===== src/rtl/cmp_rr_scheduler_if.sv =====
// Request/response bundle between compare issuers and the shared comparator scheduler.
interface cmp_rr_scheduler_if #(
  parameter int unsigned NREQ = 4,
  parameter int unsigned W    = 16,
  parameter int unsigned IDW  = 2
);
  logic [NREQ-1:0]   req_valid;
  logic [NREQ*W-1:0] req_a;
  logic [NREQ*W-1:0] req_b;
  logic [NREQ-1:0]   req_ready;
  logic              rsp_valid;
  logic              rsp_ready;
  logic [IDW-1:0]    rsp_id;
  logic              rsp_g;
  logic              rsp_l;
  logic              rsp_e;
  logic [15:0]       cmp_count;

  // Requesters plus result consumer.
  modport master (
    output req_valid, req_a, req_b, rsp_ready,
    input  req_ready, rsp_valid, rsp_id, rsp_g, rsp_l, rsp_e, cmp_count
  );

  // The scheduler itself.
  modport slave (
    input  req_valid, req_a, req_b, rsp_ready,
    output req_ready, rsp_valid, rsp_id, rsp_g, rsp_l, rsp_e, cmp_count
  );
endinterface


===== src/rtl/cmp_rr_scheduler.sv =====
// Round-robin scheduler sharing one signed magnitude comparator among NREQ requesters.
// One-entry registered result stage with valid/ready backpressure.
module cmp_rr_scheduler #(
  parameter int unsigned NREQ = 4,
  parameter int unsigned W    = 16,
  parameter int unsigned IDW  = 2
) (
  input logic               clk,
  input logic               rst_n,
  cmp_rr_scheduler_if.slave bus
);

  typedef enum logic [0:0] {StEmpty, StFull} state_e;

  state_e          state_q, state_d;
  logic [IDW-1:0]  ptr_q, ptr_d;
  logic [IDW-1:0]  rsp_id_q, rsp_id_d;
  logic            rsp_g_q, rsp_g_d;
  logic            rsp_l_q, rsp_l_d;
  logic            rsp_e_q, rsp_e_d;
  logic [15:0]     cnt_q, cnt_d;

  logic            gnt_found;
  logic [IDW-1:0]  gnt_idx;
  logic [IDW-1:0]  cand_idx;
  logic            grant_ok;
  logic            grant;
  logic [NREQ-1:0] req_ready;
  logic [W-1:0]    op_a, op_b;
  logic            cmp_g, cmp_l, cmp_e;
  logic            rsp_fire;

  // A new grant may load the stage when it is empty or being drained this cycle.
  assign grant_ok = rst_n && ((state_q == StEmpty) || bus.rsp_ready);
  assign grant    = grant_ok && gnt_found;
  assign rsp_fire = (state_q == StFull) && bus.rsp_ready;

  // Round-robin search: first pending requester at or above the pointer, wrapping.
  always_comb begin
    gnt_found = 1'b0;
    gnt_idx   = '0;
    cand_idx  = '0;
    for (int unsigned off = 0; off < NREQ; off++) begin
      cand_idx = IDW'((32'(ptr_q) + off) % NREQ);
      if (!gnt_found && bus.req_valid[cand_idx]) begin
        gnt_found = 1'b1;
        gnt_idx   = cand_idx;
      end
    end
  end

  // One-hot grant, only ever on a bit whose req_valid is high.
  always_comb begin
    req_ready = '0;
    if (grant) begin
      req_ready[gnt_idx] = 1'b1;
    end
  end

  assign op_a = bus.req_a[32'(gnt_idx) * W +: W];
  assign op_b = bus.req_b[32'(gnt_idx) * W +: W];

  // Signed compare: differing signs mean the negative operand is smaller,
  // matching signs reduce to an unsigned compare.
  always_comb begin
    cmp_e = (op_a == op_b);
    if (op_a[W-1] != op_b[W-1]) begin
      cmp_l = op_a[W-1];
    end else begin
      cmp_l = (op_a < op_b);
    end
    cmp_g = !cmp_e && !cmp_l;
  end

  // Result-stage FSM and next-state for pointer, result and counter.
  always_comb begin
    state_d  = state_q;
    ptr_d    = ptr_q;
    rsp_id_d = rsp_id_q;
    rsp_g_d  = rsp_g_q;
    rsp_l_d  = rsp_l_q;
    rsp_e_d  = rsp_e_q;
    cnt_d    = cnt_q + 16'(rsp_fire);

    unique case (state_q)
      StEmpty: begin
        if (grant) state_d = StFull;
      end
      StFull: begin
        if (bus.rsp_ready) state_d = grant ? StFull : StEmpty;
      end
    endcase

    if (grant) begin
      ptr_d    = IDW'((32'(gnt_idx) + 1) % NREQ);
      rsp_id_d = gnt_idx;
      rsp_g_d  = cmp_g;
      rsp_l_d  = cmp_l;
      rsp_e_d  = cmp_e;
    end
  end

  // State registers with synchronous active-low reset.
  always_ff @(posedge clk) begin
    if (!rst_n) begin
      state_q  <= StEmpty;
      ptr_q    <= '0;
      rsp_id_q <= '0;
      rsp_g_q  <= 1'b0;
      rsp_l_q  <= 1'b0;
      rsp_e_q  <= 1'b0;
      cnt_q    <= '0;
    end else begin
      state_q  <= state_d;
      ptr_q    <= ptr_d;
      rsp_id_q <= rsp_id_d;
      rsp_g_q  <= rsp_g_d;
      rsp_l_q  <= rsp_l_d;
      rsp_e_q  <= rsp_e_d;
      cnt_q    <= cnt_d;
    end
  end

  assign bus.req_ready = req_ready;
  assign bus.rsp_valid = (state_q == StFull);
  assign bus.rsp_id    = rsp_id_q;
  assign bus.rsp_g     = rsp_g_q;
  assign bus.rsp_l     = rsp_l_q;
  assign bus.rsp_e     = rsp_e_q;
  assign bus.cmp_count = cnt_q;

endmodule

===== src/flat_wrapper.sv =====
// flat-port wrapper written by rule: the top's interface ports become plain ports
module cmp_rr_scheduler_flat 
#(
  parameter int unsigned NREQ = 4,
  parameter int unsigned W    = 16,
  parameter int unsigned IDW  = 2
)
  (clk, rst_n, bus_req_valid, bus_req_a, bus_req_b, bus_rsp_ready, bus_req_ready, bus_rsp_valid, bus_rsp_id, bus_rsp_g, bus_rsp_l, bus_rsp_e, bus_cmp_count);
  cmp_rr_scheduler_if #(.NREQ(NREQ), .W(W), .IDW(IDW)) bus_i ();
  input logic clk;
  input logic rst_n;
  input wire logic [$bits(bus_i.req_valid)-1:0] bus_req_valid;
  input wire logic [$bits(bus_i.req_a)-1:0] bus_req_a;
  input wire logic [$bits(bus_i.req_b)-1:0] bus_req_b;
  input wire logic [$bits(bus_i.rsp_ready)-1:0] bus_rsp_ready;
  output wire logic [$bits(bus_i.req_ready)-1:0] bus_req_ready;
  output wire logic [$bits(bus_i.rsp_valid)-1:0] bus_rsp_valid;
  output wire logic [$bits(bus_i.rsp_id)-1:0] bus_rsp_id;
  output wire logic [$bits(bus_i.rsp_g)-1:0] bus_rsp_g;
  output wire logic [$bits(bus_i.rsp_l)-1:0] bus_rsp_l;
  output wire logic [$bits(bus_i.rsp_e)-1:0] bus_rsp_e;
  output wire logic [$bits(bus_i.cmp_count)-1:0] bus_cmp_count;
  assign bus_i.req_valid = bus_req_valid;
  assign bus_i.req_a = bus_req_a;
  assign bus_i.req_b = bus_req_b;
  assign bus_i.rsp_ready = bus_rsp_ready;
  assign bus_req_ready = bus_i.req_ready;
  assign bus_rsp_valid = bus_i.rsp_valid;
  assign bus_rsp_id = bus_i.rsp_id;
  assign bus_rsp_g = bus_i.rsp_g;
  assign bus_rsp_l = bus_i.rsp_l;
  assign bus_rsp_e = bus_i.rsp_e;
  assign bus_cmp_count = bus_i.cmp_count;
  cmp_rr_scheduler #(.NREQ(NREQ), .W(W), .IDW(IDW)) u_core (.clk(clk), .rst_n(rst_n), .bus(bus_i));
endmodule

===== config.mk =====
export PLATFORM = sky130hd
export DESIGN_NAME = cmp_rr_scheduler_flat
export DESIGN_NICKNAME = d
export VERILOG_FILES = /design/src/rtl/cmp_rr_scheduler_if.sv /design/src/rtl/cmp_rr_scheduler.sv /design/src/flat_wrapper.sv
export SDC_FILE = /design/constraint.sdc
export NUM_CORES = 1
export LEC_CHECK = 0
export BUFFER_PORTS_ARGS = -buffer_cell sky130_fd_sc_hd__buf_4
export CORE_MARGIN = 5
export CORE_UTILIZATION = 40
export CTS_BUF_LIST = sky130_fd_sc_hd__clkbuf_2
export DETAILED_ROUTE_END_ITERATION = 8
export GPL_ROUTABILITY_DRIVEN = 0
export PLACE_DENSITY = 0.85
export SYNTH_ARGS = -nofsm -noshare
export SYNTH_HDL_FRONTEND = slang
export SYNTH_SLANG_ARGS = --single-unit

===== constraint.sdc =====
create_clock -name clk -period 3.16 [get_ports clk]
set_input_delay 0.316 -clock clk [delete_from_list [all_inputs] [get_ports clk]]
set_output_delay 0.316 -clock clk [all_outputs]
set_load 0.005 [all_outputs]

== Word level (Yosys, flattened, before mapping) ==
Cells that the tools add are included.
Cells by class
  $add $sub $neg: 5
  order comparisons: 7
  eq/ne operators: 2
  shift operators: 2
  multiplexer cells: 23
  bitwise logic cells: 1
  reductions and logical operators: 14
Operator list (number)
  64-bit by 7-bit variable part select with 16-bit output: 2
  16-bit by 1-bit adder with 16-bit output: 1
  16-bit equality test: 1
  16-bit less-than comparator: 1
  2-bit by 3-bit less-than comparator with 1-bit output (second input constant): 5
  1-bit 2-to-1 mux: 12
  1-bit binary-select mux with 2-bit select: 4
  1-bit logical AND: 8
  2-bit 2-to-1 mux: 4
  1-bit logical NOT: 5
  2-bit by 1-bit adder with 2-bit output (second input constant): 2
  2-bit adder (second input constant): 2
  4-bit 2-to-1 mux: 1
  1-bit demux with 2-bit select: 1
  2-bit by 1-bit >= comparator with 1-bit output (second input constant): 1
  1-bit case mux with 2 select lines: 1
  1-bit logical OR: 1
  1-bit inequality test: 1
  1-bit inverter: 1
Storage, ports and cells
  register bits after elaboration: 24
  input port bits: 135
  output and inout bits: 26
  word-level logic and storage cells: 61

== Depth between registers and ports, before layout ==
Gate-level depths: netlist of the first run.
  depth in word-level cells: 17
  mapped depth: 16
  depth with buffers taken out: 14

== Worst setup path after synthesis of the first run ==
Ideal clock, no wire load.
  path type: register to register
  start point: reg u_core.ptr_q[1]
  end point: reg u_core.rsp_l_q (netlist: u_core.bus.rsp_l)
  setup time: 0.073 ns
  arrival time: 2.931 ns
  data required time: 3.087 ns
  path slack: 0.156 ns
  cell stages (with the launch flop): 16
  path buffers: 2
  period minus slack after synthesis: 3.004 ns
  cell sequence: dfxtp_1 -> nand2_1 -> a311o_1 -> nand2_1 -> buf_4 -> buf_4 -> nand2_1 -> and3_1 -> a31oi_1 -> ha_1 -> a21o_1 -> a2111oi_0 -> o21ai_0 -> a221o_1 -> o311ai_0 -> a2bb2oi_1
Between the ends
  cells in the longest elaborated chain, start to end: 15
  elaborated cells on any way between the ends: 31
  classes of those cells: 3 x add/sub; 1 x order compare; 1 x eq/ne; 2 x shift; 17 x mux; 7 x reduce/logical
RTL lines
  from (decl): RTL line cmp_rr_scheduler.sv:16  | logic [IDW-1:0] ptr_q, ptr_d;
  from (signal assigned): RTL line cmp_rr_scheduler.sv:115  | ptr_q <= ptr_d;
  parallel branches: the longest is 15 deep, another holds 2-bit by 1-bit adder with 2-bit output
  to (signal assigned): RTL line cmp_rr_scheduler.sv:118  | rsp_l_q <= rsp_l_d;
  to (decl): RTL line cmp_rr_scheduler.sv:19  | logic rsp_l_q, rsp_l_d;
Parallel ways; which one is timed is not known. The select of a mux whose other input is x is not followed.
A chain may end at the register's enable or synchronous reset.

== Worst setup path after layout of the first run ==
Same ends and word-level chain as after synthesis.

==> results.py, run 1 <==
metrics = {
    "die": {
        "die_w_microns": 89.6,
        "dieArea_sq_um": 8020,
        "die_height_microns": 89.6,
        "rows": 29,
        "coreArea_sq_um": 6240,
        "ioPinCount": 161,
        "start_util_pct": 40.6,
    },
    "detailed_routing": {
        "top_layer_used": "met4",
        "ant_nets": 0,
        "wl_met1_microns": 3400,
        "routed-wl-met3_microns": 765,
        "num_vias": 3259,
        "met2_length_microns": 4630,
        "drt-initial-drc-count": 116,
        "dr.pass1.iters": 6,
        "finalWirelength_microns": 8960,
        "drcViolationCount": 0,
        "via_per_inst": 5.16,
        "wl_per_cell_microns": 14.2,
    },
    "yosys": {
        "synthAdderAreaFrac_pct": 10.9,
        "avgSynthCellArea_sq_um": 6.38,
        "synth_simple_gate_area_share_pct": 43.8,
        "synth_compound_area_share_pct": 14.6,
        "syn_inst": 397,
        "yosys_warnings": 0,
        "seq_area_frac_synth_pct": 19.0,
        "synth-xor-area-share_pct": 4.50,
        "synth_cell_types": 42,
        "synth_top_family_by_area": "simple AND/OR/NAND/NOR gates",
        "netlist_area_sq_um": 2530,
        "syn_nets": 554,
        "synthMuxAreaShare_pct": 2.08,
        "ys_ff_latch": 24,
    },
    "timing": {
        "fin_skew_ns": 0.00110,
        "fin_tns_setup_ns": 0,
        "clock.fmax_mhz": 336,
        "period_needed_ns": 2.98,
        "finalMaxSlewViolations": 0,
        "setup_viol": 0,
        "finalHoldViolCount": 0,
        "setup_ws_ns": 0.181,
        "period_share_pct": 94.3,
        "hold_slack_ns": 0.313,
        "slew_headroom_pct": 60.7,
        "tightestPinTransition_ns": 0.585,
    },
    "critical_path": {
        "crit_start": "u_core.ptr_q[1]",
        "crit_path_start_kind": "flop",
        "crit_arrival_ns": 3.23,
        "required_ns": 3.41,
        "rr_startpoint": "u_core.ptr_q[1]",
        "endpoint": "u_core.bus.rsp_l",
        "end_kind": "flop",
        "r2r_cells": 15,
        "crit_type": "reg -> reg",
        "r2r_slack_ns": 0.18,
        "r2r-end": "u_core.bus.rsp_l",
        "path_max_fanout": 11,
    },
    "clock_network": {
        "clockBufferDepth": 2,
        "cts_buffers": 3,
        "clk_pin_slew_ns": 0.21,
        "clkLatencyLatePin_ns": 0.33,
        "cts.sinks": 24,
        "cts_root_buf": "clkbuf_2",
        "tritoncts": "built",
        "htreeDepth": 1,
    },
    "power": {
        "p_total_mw": 1.49,
        "cellPowerDensity_nw_per_um2": 376,
        "switchingPower_mw": 0.633,
        "pwr-share-seq_pct": 22.6,
        "power.share.clock_pct": 7.8,
        "ir_worst_vdd_uv": 247,
        "swShare_pct": 42.4,
        "power.share.combinational_pct": 69.6,
        "cellLeakagePower_nw": 2.02,
        "p_int_mw": 0.861,
    },
    "cells_and_area": {
        "diodes": 0,
        "layout_commonest_cell": "buf_4",
        "finalNetCount": 713,
        "drive_gt1_share_pct": 34.6,
        "most-common-layout-cells": "buf_4, nand2_1, nor2_1, nand3_1, o21ai_0",
        "areaGrowthSynthToFinish_pct": 56.8,
        "post-route-util_pct": 63.6,
    },
    "global_route": {
        "grt_usage_pct": 19.4,
        "overflow": 0,
        "grt_max_degree": 44,
        "grt_pass1_vias": 2947,
        "grt_pass1_wl_microns": 12600,
        "antenna_found_initial": 0,
    },
    "run_status": {
        "status": "completed",
    },
    "place": {
        "hpwl_microns": 7200,
        "dpl_worst_slack_ns": 0.0155,
        "portBuffers": 160,
    },
    "flow_run": {
        "maxCapViolCount": 0,
    },
    "min_path": {
        "hp-class": "in -> reg",
    },
}
how the worst min path moves through the flow:
stage | start | endpoint | cells past startpoint
2_1_floorplan | u_core.bus.rsp_l | u_core.bus.rsp_l | 2
3_3_place_gp | u_core.bus.rsp_l | u_core.bus.rsp_l | 2
3_5_place_dp | u_core.bus.rsp_l | u_core.bus.rsp_l | 2
4_1_cts | rst_n | u_core.bus.rsp_l | 3
5_1_grt | rst_n | u_core.bus.cmp_count[9] | 2
6_report | rst_n | u_core.ptr_q[1] | 3
area by class of cell:
class	count	area (sq um)
timing repair buffer	178	1400
clock inverter	1	3.75
sequential	24	485
tap	77	96.3
multi-input combinational	345	1950
clock buffer	3	15.0
fill	541	2270
inverter	4	17.5
cells in the mapped netlist:
cell type	number	share of area [%]
nand3_1	28	5.5
dfxtp_1	24	19
nand3b_1	1	0.30
a21boi_0	1	0.30
o21ai_0	24	4.7
o31ai_2	1	0.49
and2_1	20	4.9
a311o_1	1	0.40
nor2_1	51	7.6
inv_2	1	0.15
nor4_1	1	0.25
nor3_2	1	0.40
o21a_1	1	0.30
or3_1	1	0.25
a21o_1	2	0.59
ha_1	22	11
mux2i_4	1	0.89
a21oi_1	7	1.4
nor2b_1	6	1.5
inv_1	2	0.30
a2bb2oi_1	1	0.35
xnor2_1	10	3.5
buf_4	3	0.89
clkbuf_1	13	1.9
buf_6	1	0.44
a221o_1	1	0.40
o31ai_1	1	0.30
nor3_1	4	0.79
or4_1	1	0.30
nand4_1	3	0.74
xor2_1	3	1.0
clkinv_1	1	0.15
mux2i_1	3	1.2
and3_1	18	4.4
buf_2	7	1.4
a31oi_1	15	3.7
nand2b_1	2	0.49
a2111oi_0	1	0.35
o311ai_0	1	0.35
o221ai_2	1	0.59
nand2_1	110	16
a31o_2	1	0.35
registers in the layout, summed over array words and instances (netlist names):
signal	count
u_core.bus.rsp_valid	1
u_core.bus.rsp_l	1
u_core.bus.rsp_id	2
u_core.bus.rsp_e	1
u_core.bus.cmp_count	16
u_core.ptr_q	2
u_core.bus.rsp_g	1
per-layer routing:
layer	vias to the layer above	track usage, %
li1	1660	-
met1	1449	22.2
met2	135	35.4
met3	15	5.02
met4	0	5.41
met5	-	0
what timing repair did:
action                     in CTS  in global routing
gates resized for setup         0                 12
setup endpoints to repair       0                  3
hold buffers                    0                  0
buffers inserted                0                  3
cell families (layout without fill, tap and decap cells):
group           after synthesis  count (layout)
simple gates                247             247
compound gates               59              59
buf+inv                      28             186
flops                        24              24
fa+ha+maj                    22              22
xor+xnor                     13              13
mux                           4               4
per-stage QoR:
step | std cells | instance area (sq um)
2_1_floorplan | 397 | 2530
3_3_place_gp | 623 | 3850
3_5_place_dp | 623 | 3850
4_1_cts | 627 | 3870
5_1_grt | 632 | 3970
6_report | 632 | 3970
power groups by stage:
stage,Sequential [mW],Clock [mW],Combinational (mW)
3_3_place_gp,0.342,0,0.941
4_1_cts,0.337,0.121,0.967
3_5_place_dp,0.343,0,0.962
5_1_grt,0.340,0.134,1.16
6_report,0.337,0.117,1.04
2_1_floorplan,0.344,0,0.610
worst max-delay path, cell delays in order, from the launching register on:
cell and delay (ns):
dfxtp_2 0.38, nand2_1 0.07, a311o_1 0.39, nand2_4 0.14, buf_4 0.14, clkbuf_16 0.15
nor2_1 0.05, nor2_1 0.10, o21ai_0 0.09, ha_1 0.33, nand4_1 0.15, nor4_1 0.30
buf_4 0.16, a221o_1 0.14, o311ai_0 0.13, a2bb2oi_1 0.16
(Power assumes the default switching activity.)
==> run 2, diff against run 1 <==
==> constraint.sdc (replaced) <==
create_clock -name clk -period 3.16 [get_ports clk]
set_input_delay 0.632 -clock clk [delete_from_list [all_inputs] [get_ports clk]]
set_output_delay 0.632 -clock clk [all_outputs]
set_load 0.005 [all_outputs]
==> results.py, run 2 (same netlist as run 1, synthesis figures left out) <==
metrics = {
    "critical_path": {
        "crit_arrival_ns": 3.23,
        "crit_start": "bus_req_valid[0]",
        "r2r_cells": 16,
        "path_max_fanout": 30,
        "rr_startpoint": "u_core.ptr_q[1]",
        "crit_path_start_kind": "input pin",
        "endpoint": "u_core.bus.rsp_l",
        "r2r-end": "u_core.bus.rsp_l",
        "cp_cell_sequence": "buf_4 > nand2_1 > a311o_1 > nand2_4 > inv_6 > buf_12 > buf_4 > nand2_1 > and3_1 > a31oi_1 > ha_1 > and2_1 > o21ai_0 > nand2_1 > a221o_1 > o311ai_1 > a2bb2oi_1",
        "slowest_delay_ns": 0.39,
        "required_ns": 3.43,
        "path_common_cell": "nand2_1",
        "crit_slowest_cell": "a311o_1",
        "r2r_slack_ns": 0.25,
        "end_kind": "flop",
        "crit_type": "in -> reg",
    },
    "die": {
        "die_height_microns": 89.6,
        "start_util_pct": 40.6,
        "rows": 29,
        "die_w_microns": 89.6,
        "coreArea_sq_um": 6240,
        "dieArea_sq_um": 8020,
        "ioPinCount": 161,
    },
    "flow_run": {
        "maxCapViolCount": 0,
    },
    "clock_network": {
        "clockBufferDepth": 2,
        "clk_pin_slew_ns": 0.20,
        "cts_root_buf": "clkbuf_2",
        "clkLatencyLatePin_ns": 0.32,
        "htreeDepth": 1,
        "cts.sinks": 24,
        "cts_buffers": 3,
        "tritoncts": "built",
        "post-cts-setup-buffer-count": 0,
    },
    "detailed_routing": {
        "finalWirelength_microns": 8690,
        "drt-initial-drc-count": 124,
        "dr.pass1.iters": 4,
        "ant_nets": 0,
        "num_vias": 3332,
        "drcViolationCount": 0,
        "via_per_inst": 5.16,
        "wl_per_cell_microns": 13.4,
    },
    "power": {
        "p_int_mw": 0.890,
        "power.share.combinational_pct": 70.5,
        "switchingPower_mw": 0.622,
        "pwr-share-seq_pct": 22.2,
        "swShare_pct": 41.1,
        "cellPowerDensity_nw_per_um2": 374,
        "p_total_mw": 1.51,
        "cellLeakagePower_nw": 2.07,
        "power.share.clock_pct": 7.3,
        "ir_worst_vdd_uv": 244,
    },
    "global_route": {
        "overflow": 0,
        "grt_max_degree": 32,
        "grt_usage_pct": 20.8,
        "grt_pass1_wl_microns": 13500,
        "grt_pass1_vias": 3168,
        "antenna_found_initial": 0,
    },
    "cells_and_area": {
        "largest_reg_flops": 16,
        "areaGrowthSynthToFinish_pct": 59.6,
        "drive_gt1_share_pct": 36.0,
        "diodes": 0,
        "final_cells": 646,
        "post-route-util_pct": 64.8,
        "layout_commonest_cell": "buf_4",
        "most-common-layout-cells": "buf_4, nand2_1, nor2_1, nand3_1, dfxtp_1",
        "finalNetCount": 728,
        "fillers": 581,
    },
    "timing": {
        "clock.fmax_mhz": 338,
        "rsz0062_at_grt": "false",
        "period_share_pct": 93.6,
        "finalHoldViolCount": 0,
        "fin_skew_ns": 0.00263,
        "period_needed_ns": 2.96,
        "tightestPinTransition_ns": 0.550,
        "slew_headroom_pct": 63.0,
        "hold_slack_ns": 0.472,
        "setup_ws_ns": 0.201,
        "finalMaxSlewViolations": 0,
        "setup_viol": 0,
    },
    "place": {
        "numPlacedInstances": 643,
        "dpl_worst_slack_ns": -0.296,
        "hpwl_microns": 7530,
        "portBuffers": 160,
    },
    "run_status": {
        "status": "completed",
    },
    "min_path": {
        "hp-class": "reg -> reg",
    },
}
run 2: how the worst min path moves through the flow:
stage	from	endpoint	slack, ns	cells past startpoint
2_1_floorplan	u_core.bus.rsp_l	u_core.bus.rsp_l	0.45	2
3_3_place_gp	u_core.bus.rsp_l	u_core.bus.rsp_l	0.44	2
3_5_place_dp	u_core.bus.rsp_l	u_core.bus.rsp_l	0.45	2
4_1_cts	u_core.bus.rsp_l	u_core.bus.rsp_l	0.47	2
5_1_grt	u_core.bus.rsp_l	u_core.bus.rsp_l	0.50	2
6_report	u_core.bus.rsp_l	u_core.bus.rsp_l	0.47	2
run 2: area by class of cell:
class	instances	area, sq um	share of cell area [%]
multi-input combinational	345	1950	48.1
timing repair buffer	193	1480	36.6
sequential	24	484	12.0
tap	77	96.3	2.38
inverter	4	20.0	0.495
clock buffer	3	15.0	0.371
run 2: stage by stage:
step	setup TNS (ns)	cell area, sq um
6_report	0	4040
3_5_place_dp	-0.841	4000
5_1_grt	0	4040
4_1_cts	0	4020
3_3_place_gp	-0.740	4000
2_1_floorplan	0	2550
run 2: power by group through the flow:
stage | Combinational [mW] | Sequential, mW | Clock, mW
finish | 1.07 | 0.336 | 0.110
global route | 1.20 | 0.339 | 0.128
CTS | 1.06 | 0.337 | 0.112
detailed placement | 1.05 | 0.343 | 0
global placement | 1.02 | 0.341 | 0
floorplan | 0.625 | 0.344 | 0
run 2: what timing repair did:
action,CTS,global route
hold buffers,0,0
gates resized for setup,1,9
endpoints found under the setup margin,1,3
pin swaps,0,0
run 2: critical path, delay by kind of cell:
family                   cells  cell delay, ns
AO/OA/AOI/OAI                6            1.08
adder cells (fa/ha/maj)      1            0.31
buffers and inverters        4            0.52
AND/OR/NAND/NOR              6            0.65
run 2: layer usage:
layer  share of wire [%]  track usage [%]  up-vias  wire length, microns
li1                    -                -     1690                     -
met1                  38             25.4     1498                  3310
met2                  52             37.5      136                  4480
met3                 9.3             4.20        8                   810
met4                 1.0             4.33        0                    87
met5                   0                0        -                     0
==> run 3, diff against run 2 <==
- CAP_MARGIN: unset -> 20
- CORE_ASPECT_RATIO: unset -> 0.7
- CORE_MARGIN: 5 -> unset
==> results.py, run 3 (same netlist as run 1, synthesis figures left out) <==
metrics = {
    "die": {
        "die_height_microns": 68.6,
        "coreArea_sq_um": 5900,
        "rows": 23,
        "die_w_microns": 97.1,
        "ioPinCount": 161,
        "dieArea_sq_um": 6660,
        "start_util_pct": 42.9,
    },
    "global_route": {
        "antenna_found_initial": 0,
        "grt_pass1_vias": 2681,
        "grt_max_degree": 42,
        "overflow": 0,
        "grt_usage_pct": 22.2,
        "grt_pass1_wl_microns": 12200,
    },
    "clock_network": {
        "tritoncts": "built",
        "cts.sinks": 24,
        "clockBufferDepth": 2,
        "cts.hold.buffers_added": 0,
        "htreeDepth": 1,
        "cts_buffers": 3,
        "cts_root_buf": "clkbuf_2",
        "clkLatencyLatePin_ns": 0.34,
        "clk_pin_slew_ns": 0.23,
    },
    "place": {
        "dpl_worst_slack_ns": -0.285,
        "hpwl_microns": 7040,
        "portBuffers": 160,
        "numPlacedInstances": 639,
    },
    "critical_path": {
        "required_ns": 3.46,
        "crit_arrival_ns": 3.31,
        "slowest_delay_ns": 0.39,
        "crit_type": "in -> reg",
        "end_kind": "flop",
        "cp_cell_sequence": "buf_4 > nor2b_1 > a311o_1 > nand2_2 > buf_12 > nand2_1 > and3_1 > a31oi_1 > ha_1 > a2111oi_2 > o21ai_1 > a221o_1 > o311ai_1 > a2bb2oi_1",
        "crit_family": "compound AO/OA/AOI/OAI gates",
        "path_buf_inv": 2,
        "crit_slowest_cell": "a2111oi_2",
        "path_max_fanout": 46,
        "crit_path_start_kind": "input pin",
    },
    "timing": {
        "hold_slack_ns": 0.467,
        "finalHoldViolCount": 0,
        "setup_ws_ns": 0.147,
        "clock.fmax_mhz": 332,
        "fin_skew_ns": 0.00851,
        "period_needed_ns": 3.01,
        "finalMaxSlewViolations": 0,
        "period_share_pct": 95.4,
        "tightestPinTransition_ns": 0.566,
        "setup_viol": 0,
        "slew_headroom_pct": 62.0,
    },
    "detailed_routing": {
        "dr.pass1.iters": 4,
        "ant_nets": 0,
        "finalWirelength_microns": 8560,
        "wl_met1_microns": 3840,
        "num_vias": 3289,
        "routed-wl-met3_microns": 494,
        "wl_per_cell_microns": 13.3,
        "met2_length_microns": 4220,
        "via_per_inst": 5.11,
        "top_layer_used": "met4",
        "drt-initial-drc-count": 127,
        "drcViolationCount": 0,
    },
    "cells_and_area": {
        "most-common-layout-cells": "buf_4, nand2_1, nor2_1, nand3_1, dfxtp_1",
        "finalNetCount": 727,
        "layout_commonest_cell": "buf_4",
        "final_cells": 644,
        "diodes": 0,
        "post-route-util_pct": 68.7,
        "largest_reg_flops": 16,
        "drive_gt1_share_pct": 36.2,
        "areaGrowthSynthToFinish_pct": 59.9,
    },
    "run_status": {
        "status": "completed",
    },
    "flow_run": {
        "maxCapViolCount": 0,
    },
    "min_path": {
        "hp-class": "reg -> reg",
    },
    "power": {
        "cellPowerDensity_nw_per_um2": 383,
        "ir_worst_vdd_uv": 302,
        "cellLeakagePower_nw": 2.07,
    },
}
==> run 3: changes by cell type in the layout (fill, tap and decap cells not counted), sizes merged <==
cell	delta
buf	-1
clkinv	+1
==> run 3: area by class of cell <==
type	instances	area [sq um]
clock buffers	3	15.0
well taps	75	93.8
repair buffers	192	1490
flip-flops and latches	24	482
fillers	500	1850
clock inverters	1	3.75
multi-input cells	345	1950
inverters	4	15.0
==> run 3: worst min-delay path: cells and delay by family (launching register included) <==
kind | cells | cell delay, ns
compound gates | 1 | 0.05
flops | 1 | 0.36
simple gates | 1 | 0.05
==> run 3: path summary, 6_finish.rpt <==
kind | from | to | slack [ns] | cells past startpoint
worst max-delay path | bus_req_valid[2] | u_core.bus.rsp_l | 0.15 | 14
worst min-delay path | u_core.bus.rsp_l | u_core.bus.rsp_l | 0.47 | 2
worst max register to register | u_core.ptr_q[1] | u_core.bus.rsp_l | 0.17 | 13
worst min register to register | u_core.bus.rsp_l | u_core.bus.rsp_l | 0.47 | 2
==> run 3: metal layers <==
layer	up-vias	GRT usage, %
li1	1686	-
met1	1472	31.2
met2	129	38.6
met3	2	2.82
met4	0	1.87
met5	-	0
==> run 3: repair_timing <==
action / CTS / global route
gates resized for setup: 0 / 5
buffers inserted: 0 / 2
setup endpoints to repair: 0 / 4
==> run 3: power breakdown <==
| part | internal [mW] | switching (mW) |
|---|---|---|
| Combinational | 0.547 | 0.547 |
| Clock | 0.0275 | 0.0934 |
| Sequential | 0.324 | 0.0119 |
==> run 3: stage by stage <==
stage | setup TNS (ns) | total power [mW] | instance area (sq um)
after global placement | -0.695 | 1.37 | 4010
after CTS | 0 | 1.52 | 4030
final | 0 | 1.55 | 4050
after detailed placement | -0.753 | 1.40 | 4010
after global routing | -0.0263 | 1.68 | 4050
after floorplan | 0 | 0.969 | 2550
